## config.mk

```make
export PLATFORM = sky130hd
export DESIGN_NAME = exe_control
export DESIGN_NICKNAME = d
export VERILOG_FILES = /design/src/rtl/exe_pkg.sv /design/src/rtl/alu_decoder.sv /design/src/rtl/exe_control.sv
export SDC_FILE = /design/constraint.sdc
export NUM_CORES = 1
export LEC_CHECK = 0
export CORE_MARGIN = 2
export CORE_UTILIZATION = 45
export DETAILED_ROUTE_END_ITERATION = 6
export PLACE_DENSITY = 0.8
export SLEW_MARGIN = 25
export SYNTH_ARGS = -nofsm -noshare
export SYNTH_HDL_FRONTEND = slang
export SYNTH_SLANG_ARGS = --single-unit
```

## constraint.sdc

```tcl
create_clock -name clk -period 4.05 [get_ports clk]
set_clock_uncertainty 0.05 [all_clocks]
set_input_delay 0.81 -clock clk [delete_from_list [all_inputs] [get_ports clk]]
set_output_delay 0.81 -clock clk [all_outputs]
set_load 0.02 [all_outputs]
```

## src/rtl/exe_pkg.sv

```systemverilog
// Shared encodings for the multicycle EXE-stage controller: instruction fields,
// ALU operation codes, operand/PC select encodings and the controller state set.
package exe_pkg;

    localparam logic [5:0] OP_RTYPE = 6'h00;
    localparam logic [5:0] OP_LW    = 6'h23;
    localparam logic [5:0] OP_SW    = 6'h2B;
    localparam logic [5:0] OP_ADDI  = 6'h08;
    localparam logic [5:0] OP_BEQ   = 6'h04;
    localparam logic [5:0] OP_J     = 6'h02;

    localparam logic [5:0] FN_ADD = 6'h20;
    localparam logic [5:0] FN_SUB = 6'h22;
    localparam logic [5:0] FN_AND = 6'h24;
    localparam logic [5:0] FN_OR  = 6'h25;
    localparam logic [5:0] FN_SLT = 6'h2A;

    localparam logic [3:0] ALU_AND = 4'b0000;
    localparam logic [3:0] ALU_OR  = 4'b0001;
    localparam logic [3:0] ALU_ADD = 4'b0010;
    localparam logic [3:0] ALU_SUB = 4'b0110;
    localparam logic [3:0] ALU_SLT = 4'b0111;

    localparam logic [1:0] SRC_B_REG    = 2'b00;
    localparam logic [1:0] SRC_B_FOUR   = 2'b01;
    localparam logic [1:0] SRC_B_IMM    = 2'b10;
    localparam logic [1:0] SRC_B_IMM_SH = 2'b11;

    localparam logic [1:0] PC_SRC_ALU    = 2'b00;
    localparam logic [1:0] PC_SRC_ALUOUT = 2'b01;
    localparam logic [1:0] PC_SRC_JUMP   = 2'b10;

    typedef enum logic [3:0] {
        ST_IDLE      = 4'd0,
        ST_FETCH     = 4'd1,
        ST_DECODE    = 4'd2,
        ST_MEM_ADDR  = 4'd3,
        ST_MEM_READ  = 4'd4,
        ST_MEM_WB    = 4'd5,
        ST_MEM_WRITE = 4'd6,
        ST_EXECUTE   = 4'd7,
        ST_R_WB      = 4'd8,
        ST_ADDI_EX   = 4'd9,
        ST_ADDI_WB   = 4'd10,
        ST_BRANCH    = 4'd11,
        ST_JUMP      = 4'd12
    } state_t;

    function automatic logic opcode_known(input logic [5:0] op);
        case (op)
            OP_RTYPE, OP_LW, OP_SW, OP_ADDI, OP_BEQ, OP_J: opcode_known = 1'b1;
            default:                                       opcode_known = 1'b0;
        endcase
    endfunction

endpackage

```

## src/rtl/alu_decoder.sv

```systemverilog
// Maps an R-type funct field to the ALU operation; valid is low for any
// funct the ALU does not support, in which case the operation reads as AND.
module alu_decoder
    import exe_pkg::*;
(
    input  logic [5:0] funct,
    output logic [3:0] alu_op,
    output logic       valid
);

    // funct lookup
    always_comb begin
        alu_op = ALU_AND;
        valid  = 1'b0;
        case (funct)
            FN_ADD: begin alu_op = ALU_ADD; valid = 1'b1; end
            FN_SUB: begin alu_op = ALU_SUB; valid = 1'b1; end
            FN_AND: begin alu_op = ALU_AND; valid = 1'b1; end
            FN_OR:  begin alu_op = ALU_OR;  valid = 1'b1; end
            FN_SLT: begin alu_op = ALU_SLT; valid = 1'b1; end
            default: begin alu_op = ALU_AND; valid = 1'b0; end
        endcase
    end

endmodule

```

## src/rtl/exe_control.sv

```systemverilog
// Multicycle fetch/decode/execute/memory/writeback controller driving the EXE
// stage ALU. Outputs decode combinationally from the state register.
module exe_control
    import exe_pkg::*;
#(
    parameter int CNT_W = 16
) (
    input  logic             clk,
    input  logic             rst_n,
    input  logic             run,
    input  logic [5:0]       opcode,
    input  logic [5:0]       funct,
    input  logic             Zero_signal,
    input  logic             mem_ready,
    output logic [3:0]       ALU_operation,
    output logic             alu_src_a,
    output logic [1:0]       alu_src_b,
    output logic [1:0]       pc_src,
    output logic             pc_we,
    output logic             ir_we,
    output logic             i_or_d,
    output logic             mem_rd,
    output logic             mem_wr,
    output logic             reg_we,
    output logic             reg_dst,
    output logic             mem_to_reg,
    output logic             illegal_instr,
    output logic [CNT_W-1:0] instr_count
);

    state_t     state_r;
    state_t     next_state_s;
    state_t     end_next_s;
    logic       end_s;
    logic [3:0] dec_op_s;
    logic       dec_valid_s;

    alu_decoder u_alu_decoder (
        .funct  (funct),
        .alu_op (dec_op_s),
        .valid  (dec_valid_s)
    );

    // next-state selection; end_s marks the retirement of an instruction
    always_comb begin
        next_state_s = state_r;
        end_s        = 1'b0;
        end_next_s   = run ? ST_FETCH : ST_IDLE;
        case (state_r)
            ST_IDLE:   next_state_s = run ? ST_FETCH : ST_IDLE;
            ST_FETCH:  next_state_s = mem_ready ? ST_DECODE : ST_FETCH;
            ST_DECODE: begin
                case (opcode)
                    OP_RTYPE:      next_state_s = ST_EXECUTE;
                    OP_LW, OP_SW:  next_state_s = ST_MEM_ADDR;
                    OP_ADDI:       next_state_s = ST_ADDI_EX;
                    OP_BEQ:        next_state_s = ST_BRANCH;
                    OP_J:          next_state_s = ST_JUMP;
                    default: begin next_state_s = end_next_s; end_s = 1'b1; end
                endcase
            end
            ST_MEM_ADDR: begin
                case (opcode)
                    OP_LW:   next_state_s = ST_MEM_READ;
                    OP_SW:   next_state_s = ST_MEM_WRITE;
                    default: begin next_state_s = end_next_s; end_s = 1'b1; end
                endcase
            end
            ST_MEM_READ: next_state_s = mem_ready ? ST_MEM_WB : ST_MEM_READ;
            ST_MEM_WRITE: begin
                next_state_s = mem_ready ? end_next_s : ST_MEM_WRITE;
                end_s        = mem_ready;
            end
            ST_EXECUTE: begin
                next_state_s = dec_valid_s ? ST_R_WB : end_next_s;
                end_s        = ~dec_valid_s;
            end
            ST_ADDI_EX: next_state_s = ST_ADDI_WB;
            ST_MEM_WB, ST_R_WB, ST_ADDI_WB, ST_BRANCH, ST_JUMP: begin
                next_state_s = end_next_s;
                end_s        = 1'b1;
            end
            default: next_state_s = ST_IDLE;
        endcase
    end

    // state register
    always_ff @(posedge clk or negedge rst_n) begin
        if (!rst_n) begin
            state_r <= ST_IDLE;
        end else begin
            state_r <= next_state_s;
        end
    end

    // retired-instruction counter, wraps naturally at all-ones
    always_ff @(posedge clk or negedge rst_n) begin
        if (!rst_n) begin
            instr_count <= {CNT_W{1'b0}};
        end else if (end_s) begin
            instr_count <= instr_count + {{(CNT_W-1){1'b0}}, 1'b1};
        end else begin
            instr_count <= instr_count;
        end
    end

    // Moore output decode; FETCH strobes follow mem_ready, BRANCH pc_we follows Zero_signal
    always_comb begin
        ALU_operation = ALU_ADD;
        alu_src_a     = 1'b0;
        alu_src_b     = SRC_B_REG;
        pc_src        = PC_SRC_ALU;
        pc_we         = 1'b0;
        ir_we         = 1'b0;
        i_or_d        = 1'b0;
        mem_rd        = 1'b0;
        mem_wr        = 1'b0;
        reg_we        = 1'b0;
        reg_dst       = 1'b0;
        mem_to_reg    = 1'b0;
        illegal_instr = 1'b0;
        case (state_r)
            ST_IDLE: ALU_operation = ALU_AND;
            ST_FETCH: begin
                mem_rd    = 1'b1;
                alu_src_b = SRC_B_FOUR;
                ir_we     = mem_ready;
                pc_we     = mem_ready;
            end
            ST_DECODE: begin
                alu_src_b     = SRC_B_IMM_SH;
                illegal_instr = ~opcode_known(opcode);
            end
            ST_MEM_ADDR, ST_ADDI_EX: begin
                alu_src_a = 1'b1;
                alu_src_b = SRC_B_IMM;
            end
            ST_MEM_READ: begin
                mem_rd = 1'b1;
                i_or_d = 1'b1;
            end
            ST_MEM_WB: begin
                reg_we     = 1'b1;
                mem_to_reg = 1'b1;
            end
            ST_MEM_WRITE: begin
                mem_wr = 1'b1;
                i_or_d = 1'b1;
            end
            ST_EXECUTE: begin
                alu_src_a     = 1'b1;
                ALU_operation = dec_op_s;
                illegal_instr = ~dec_valid_s;
            end
            ST_R_WB: begin
                reg_we  = 1'b1;
                reg_dst = 1'b1;
            end
            ST_ADDI_WB: reg_we = 1'b1;
            ST_BRANCH: begin
                alu_src_a     = 1'b1;
                ALU_operation = ALU_SUB;
                pc_src        = PC_SRC_ALUOUT;
                pc_we         = Zero_signal;
            end
            ST_JUMP: begin
                pc_src = PC_SRC_JUMP;
                pc_we  = 1'b1;
            end
            default: ALU_operation = ALU_AND;
        endcase
    end

endmodule

```

======== Yosys cells after proc, flatten, opt, wreduce, memory -nomap -nowiden ========
Index checks and enable logic that the tools add are counted.
operators by class
  $add $sub $neg .......................... 1
  multiply operators ...................... 0
  div/mod/pow operators ................... 0
  $lt $le $gt $ge ......................... 0
  equality and inequality tests ........... 22
  shifts and indexed selects .............. 0
  muxes and demuxes ....................... 28
  bitwise gates (word level) .............. 2
  reductions and logical operators ........ 13
operators by type and width
  operator                                                          number
  6-bit == test (second input constant)                             7
  4-bit case mux with 8 select lines                                1
  4-bit == test (second input constant)                             5
  4-bit case mux with 5 select lines                                1
  16-bit by 1-bit adder with 16-bit output (second input constant)  1
  4-bit by 3-bit == test with 1-bit output (second input constant)  4
  1-bit 2-to-1 mux                                                  15
  3-bit case mux with 4 select lines                                1
  4-bit case mux with 3 select lines                                1
  6-bit OR reduction                                                2
  10-bit OR reduction                                               1
  5-bit OR reduction                                                2
  4-bit by 2-bit == test with 1-bit output (second input constant)  2
  2-bit OR reduction                                                4
  6-bit by 2-bit == test with 1-bit output (second input constant)  1
  6-bit by 3-bit == test with 1-bit output (second input constant)  1
  6-bit by 4-bit == test with 1-bit output (second input constant)  1
  6-bit zero test                                                   1
  2-bit case mux with 3 select lines                                1
  3-bit case mux with 2 select lines                                1
  1-bit case mux with 5 select lines                                1
  4-bit by 1-bit == test with 1-bit output (second input constant)  1
  4-bit zero test                                                   1
  4-bit 2-to-1 mux                                                  1
  other kinds (8)                                                   9
word-level totals
  register bits after elaboration ......... 20
  bits in latches ......................... 0
  bits in writable memories ............... 0
  memory bits (read-only) ................. 0
  input port bits ......................... 17
  output and inout port bits .............. 34
  logic and storage cells ................. 68
  memories kept ........................... 0

======== Logic depth before layout (Yosys ltp) ========
Gate-level depths: netlist (run 1).
  depth after elaboration ................. 6
  gate-level depth with buffers ........... 7

======== By module ========
Synthesis (run 1) repeated with hierarchy kept, for this count alone.
second synthesis, totals
  cells, all modules ...................... 159
  area total of the unflattened synthesis .. 1497.7 µm²
modules (own cells, without submodules)
  module       times used  cells an instance  area an instance (µm²)  seq. area each (µm²)
  exe_control  1           148                1415.1                  500.5
  alu_decoder  1           11                 82.6                    0.0

======== Worst setup path before layout (run 1) ========
OpenSTA, ideal clock, no wires.
  path kind ............................... input to output
  from .................................... input mem_ready
  to ...................................... output pc_we
  arrival time ............................ 1.888 ns
  required time ........................... 3.190 ns
  setup slack ............................. 1.302 ns
  stages on the path ...................... 3
  path buffers ............................ 0
  cell sequence ........................... inv_1 > nor4_1 > a211o_1
between the ends
  word-level cells in the longest chain between the ends .. 1
ends and longest elaborated chain
  item                                RTL line            text
  start, declared                     exe_control.sv:14   input logic mem_ready,
  1-bit case mux with 3 select lines  exe_control.sv:122  case (state_r)
  end, declared                       exe_control.sv:19   output logic pc_we,
Every way passes these cells.

======== Final worst setup path (run 1) ========
  from .................................... input funct[5]
  to ...................................... output ALU_operation[1]
between the ends
  word-level cells in the longest chain between the ends .. 3
  elaborated cells between the ends (all ways) .. 6
  classes of those cells .................. 4 x eq/ne; 2 x mux
ends and longest elaborated chain
  item                                  RTL line            text
  start, declared                       exe_control.sv:12   input logic [5:0] funct,
  6-bit == test                         alu_decoder.sv:15   case (funct)
  3-bit case mux with 4 select lines *  alu_decoder.sv:15
  4-bit case mux with 3 select lines *  exe_control.sv:122
  end, declared                         exe_control.sv:15   output logic [3:0] ALU_operation,
Every way passes the cells marked *; elsewhere a longest branch is shown, timed or not.

==> results.tsv, run 1 <==
metric	value	unit
initial core utilization	47.7	%
First DRT Iteration DRCs	100	
Via density	5.67	
status	finished clean	
Combinational Power Share	57.3	%
FF+latch count, synth	20	
Clock Pin Slew Worst Setup and Hold Paths	0.11	ns
Startpoint Class	input pin	
post-CTS setup buffer count	0	
clk_lat worst skew	0.29	ns
Net Sw Frac	46.3	%
critical path required time	3.19	ns
CORE AREA	0.00310	mm²
synth top area cells	dfrtp_1 (34%), xor2_1 (8.9%), a21oi_1 (3.7%)	
count of cell types in the netlist	52	
Num CTS Buffers	3	
crit path capture type	output port	
filler cell count	292	
Multi-input gate area	885	µm²
Top delay family on crit path	buffers and inverters	
wire per inst	14.7	µm
first-pass GRT wire length	6040	µm
IO buf count	49	
ANT cells	0	
RSZ-0062 raised after global routing	false	
gpl congestion	0.833	
Worst-Margin Slew	0.867	ns
PostCTS Resize Cnt	0	
remaining global-route overflow	0	
number of flops mapped to enable cells by yosys	0	
via count	1452	
maximum fanout along the worst path	5	
slowest stage cell, crit path	clkdlybuf4s50_1	
Die Height	61.4	µm
final setup TNS	0	ns
CTS tree	built	
Final Cell Area	0.00198	mm²
post-synthesis cell area	0.00148	mm²
die width	61.4	µm
Final Cycle Share	88.4	%
Top FF cell, synth	dfrtp_1	
fmax	279	MHz
register area share after synthesis	33.8	%
CP Cell Sequence	clkdlybuf4s50_1, nor2b_1, nand3_1, a21oi_1, o21ai_0, a22oi_1, clkdlybuf4s50_1	
Worst Hold Class	reg2reg	
drt pass-1 iters	4	
commonest non-fill, non-tap cell in the layout	clkdlybuf4s50_1	
most used cell, CP	clkdlybuf4s50_1	
syn nets	189	
Internal Power	0.626	mW
full die area	0.00377	mm²
Worst VDD drop	0.301	mV
row count	20	
post-synth top area share	33.8	%
Synth Instances	171	
All-Layer GR Usage	21.2	%
H-tree levels	1	
max incr delay on CP	0.63	ns
area leader, netlist	dfrtp_1	
Cell Pwr Density	587	mW/mm²
vias in the first global route	1330	
worst path bufs/invs	2	
endpoints failing setup	0	
pin count of the biggest net entering global routing	21	
Post-route DRC	0	
final number of hold-violating endpoints	0	
fin crit period	3.58	ns
DP Area	0.00196	mm²
share of cells above drive strength 1	4.25	%
max-cap check violation count	0	
# nets final	232	
Net Switching	0.539	mW
root buffer cell	clkbuf_4	
Crit Path Class	in2out	
initial antenna violation count	0	
cts hold-fix bufs	0	
I/O pin count	51	
clock group share of total power	8.1	%
Slew headroom	42.0	%
clock sinks	20	
DRT Wirelength	3760	µm
Max Slew Vio Count	0	
most frequent cells in the layout	clkdlybuf4s50_1 (49), dfrtp_1 (20), xor2_1 (15)	
Ys Warns	0	
FF/Latch Area	500	µm²
Area Overhead vs Synth	33.9	%
mean post-synth cell area	8.66	µm²
Post-synth ARST share	100	%
Final ANT Viol Nets	0	
clk buf depth	2	
crit path DAT	2.72	ns
Static Leak	0.758	nW
hpwl dp	2840	µm
Reg power frac	34.6	%
-- sequential cells by signal (all words and copies together) (netlist names) --
signal / cells
instr_count: 16
state_r: 4
-- power groups by stage --
| stage | Combinational [mW] | Sequential [mW] | Clock [mW] |
|---|---|---|---|
| final | 0.668 | 0.403 | 0.0938 |
| after global routing | 0.723 | 0.420 | 0.107 |
| after CTS | 0.669 | 0.402 | 0.0937 |
| after detailed placement | 0.665 | 0.406 | 0 |
| after global placement | 0.651 | 0.397 | 0 |
| after floorplan | 0.371 | 0.427 | 0 |
-- per-layer routing --
| metal | vias up | wire length (µm) | global-route usage (%) |
|---|---|---|---|
| li1 | 710 | - | - |
| met1 | 691 | 1640 | 28.5 |
| met2 | 49 | 1920 | 36.8 |
| met3 | 2 | 169 | 3.15 |
| met4 | 0 | 22 | 3.95 |
| met5 | - | 0 | 0 |
-- cells by family after synthesis --
kind of cell	Yosys count	share of synthesized area, %
muxes	4	3.04
and+or+nand+nor	66	23.9
DFF	20	33.8
other	1	0.253
adders and majority gates	1	0.844
buffers and inverters	18	6.50
AOI/OAI and AO/OA	44	21.6
xor gates and xnor gates	17	10.1
-- worst reg2reg max path, stage by stage (launching register included) --
cell      delay [ns]
dfrtp_1         0.75
nor2_1          0.16
a221o_1         0.42
a211oi_4        0.58
nand2_2         0.18
mux2_4          0.32
-- stage by stage --
stage	std cells	power, mW	setup slack, ns	hold WS (ns)	utilization, %
floorplan	171	0.798	1.30	0.464	-
global placement	253	1.05	0.498	0.406	63.2
detailed placement	253	1.07	0.483	0.412	63.2
CTS	256	1.17	0.477	0.426	63.9
global route	256	1.25	0.383	0.443	63.9
finish	256	1.16	0.468	0.421	63.9
-- path summary, 6_finish.rpt --
| path | from | endpoint | slack (ns) | cells past startpoint |
|---|---|---|---|---|
| max in group asynchronous | rst_n | instr_count[0] | 2.48 | 1 |
| hold reg to reg | instr_count[15] | instr_count[15] | 0.42 | 1 |
| setup reg to reg | state_r[1] | instr_count[1] | 1.48 | 5 |
| setup / recovery | funct[5] | ALU_operation[1] | 0.47 | 7 |
| min in group asynchronous | rst_n | instr_count[9] | 0.95 | 1 |
| hold / removal | instr_count[15] | instr_count[15] | 0.42 | 1 |
-- synthesized netlist by cell type (2+ instances only) --
cell and count:
a21oi_1 11, nand3_1 8, o22ai_1 3, a211o_1 2, inv_1 6, clkbuf_1 4
nor4_1 3, buf_4 3, o21ai_0 5, buf_2 2, nor3_1 6, buf_6 2
xnor2_1 2, a211oi_1 5, nand4_1 7, nor2_1 14, and3_1 5, a31oi_1 2
nand2b_1 4, nand2_1 10, dfrtp_1 20, xor2_1 15, mux2i_1 3
-- cell type report --
| class | instances | share of cell area (%) |
|---|---|---|
| Multi-Input combinational cell | 133 | 44.6 |
| Sequential cell | 20 | 25.2 |
| Timing Repair Buffer | 50 | 25.1 |
| Tap cell | 44 | 2.78 |
| Clock buffer | 3 | 1.14 |
| Inverter | 6 | 1.14 |
(Power assumes the default switching activity.)
==> run 2, diff against run 1 <==
==> constraint.sdc (replaced) <==
create_clock -name clk -period 4.05 [get_ports clk]
set_clock_uncertainty 0.05 [all_clocks]
set_input_delay 0.81 -clock clk [delete_from_list [all_inputs] [get_ports clk]]
set_output_delay 0.81 -clock clk [all_outputs]
set_load 0.1 [all_outputs]
==> results.tsv, run 2 (synthesized netlist as in run 1, its figures left out) <==
metric	value	unit
most frequent cells in the layout	clkdlybuf4s50_1 (32), dfrtp_1 (20), buf_4 (16)	
Post-route DRC	0	
clock sinks	20	
critical path required time	3.19	ns
Crit Path Class	in2out	
pin count of the biggest net entering global routing	21	
IO buf count	49	
All-Layer GR Usage	19.6	%
CORE AREA	0.00310	mm²
Via density	5.67	
post-CTS setup buffer count	0	
via count	1452	
crit path capture type	output port	
H-tree levels	1	
cts hold-fix bufs	0	
max reg flops	16	
DRT Wirelength	3620	µm
PostCTS Resize Cnt	0	
ANT cells	0	
max-cap check violation count	0	
I/O pin count	51	
largest registers	instr_count (16), state_r (4)	
hold_ws	0.435	ns
CTS tree	built	
die width	61.4	µm
Slew headroom	34.3	%
fmax	301	MHz
final setup TNS	0	ns
initial core utilization	47.7	%
root buffer cell	clkbuf_4	
Startpoint Class	input pin	
Final Cycle Share	81.9	%
Largest Register	instr_count	
first-pass GRT wire length	5590	µm
vias in the first global route	1278	
Worst Hold Class	reg2reg	
commonest non-fill, non-tap cell in the layout	clkdlybuf4s50_1	
# nets final	232	
RSZ-0062 raised after global routing	false	
Clock Pin Slew Worst Setup and Hold Paths	0.10	ns
clk_lat worst skew	0.30	ns
remaining global-route overflow	0	
Final ANT Viol Nets	0	
Num CTS Buffers	3	
First DRT Iteration DRCs	79	
Max Slew Vio Count	0	
drt pass-1 iters	4	
gpl congestion	0.901	
endpoints failing setup	0	
wire per inst	14.2	µm
maximum fanout along the worst path	5	
Worst-Margin Slew	0.983	ns
full die area	0.00377	mm²
fin crit period	3.32	ns
Area Overhead vs Synth	33.7	%
row count	20	
crit path DAT	2.46	ns
Die Height	61.4	µm
clk buf depth	2	
final number of hold-violating endpoints	0	
share of cells above drive strength 1	12.7	%
status	finished clean	
hpwl dp	2770	µm
initial antenna violation count	0	
-- run 2: cell types whose count changed in the layout (fill, tap and decap cells not counted) --
cell and delta:
nor4_1 -1, clkdlybuf4s50_1 -17, buf_12 +2, buf_4 +15, nor4_4 +1
-- run 2: final timing paths --
check | start | endpoint | slack, ns | depth (start not counted)
min reg2reg | instr_count[15] | instr_count[15] | 0.43 | 1
min in group asynchronous | rst_n | instr_count[8] | 0.94 | 1
max | funct[5] | ALU_operation[1] | 0.73 | 7
max reg2reg | state_r[3] | instr_count[1] | 1.49 | 5
max in group asynchronous | rst_n | state_r[1] | 2.49 | 1
min | instr_count[15] | instr_count[15] | 0.43 | 1
-- run 2: critical path, stage by stage --
cell and delay, ns:
clkdlybuf4s50_1 0.46, nor2b_1 0.30, nand3_1 0.12, a21oi_1 0.16
o21ai_0 0.10, a22oi_1 0.29, buf_12 0.22
-- run 2: area by class of cell --
cell class,count,area (µm²)
fill,281,1120
inverter,6,22.5
sequential,20,500
clock buffer,3,22.5
timing repair buffer,50,480
multi-input combinational,133,900
tap,44,55.1
-- run 2: routing by layer --
metal / up-vias / part of all wire (%) / track usage, %
li1: 713 / - / -
met1: 679 / 44 / 26.8
met2: 54 / 50 / 32.5
met3: 6 / 4.1 / 4.83
met4: 0 / 1.2 / 2.74
met5: - / 0 / 0
-- run 2: through the flow --
| stage | cell area, µm² | std cells | worst slack [ns] | utilization, % |
|---|---|---|---|---|
| after floorplan | 1500 | 171 | 0.132 | - |
| after global placement | 1960 | 253 | 0.801 | 63.1 |
| after detailed placement | 1960 | 253 | 0.746 | 63.1 |
| after CTS | 1980 | 256 | 0.740 | 63.8 |
| after global routing | 1980 | 256 | 0.624 | 63.8 |
| final | 1980 | 256 | 0.732 | 63.8 |
Power of run 2 is not shown: default switching activity piles up to over one toggle a cycle in this logic, so the estimate is an artifact.
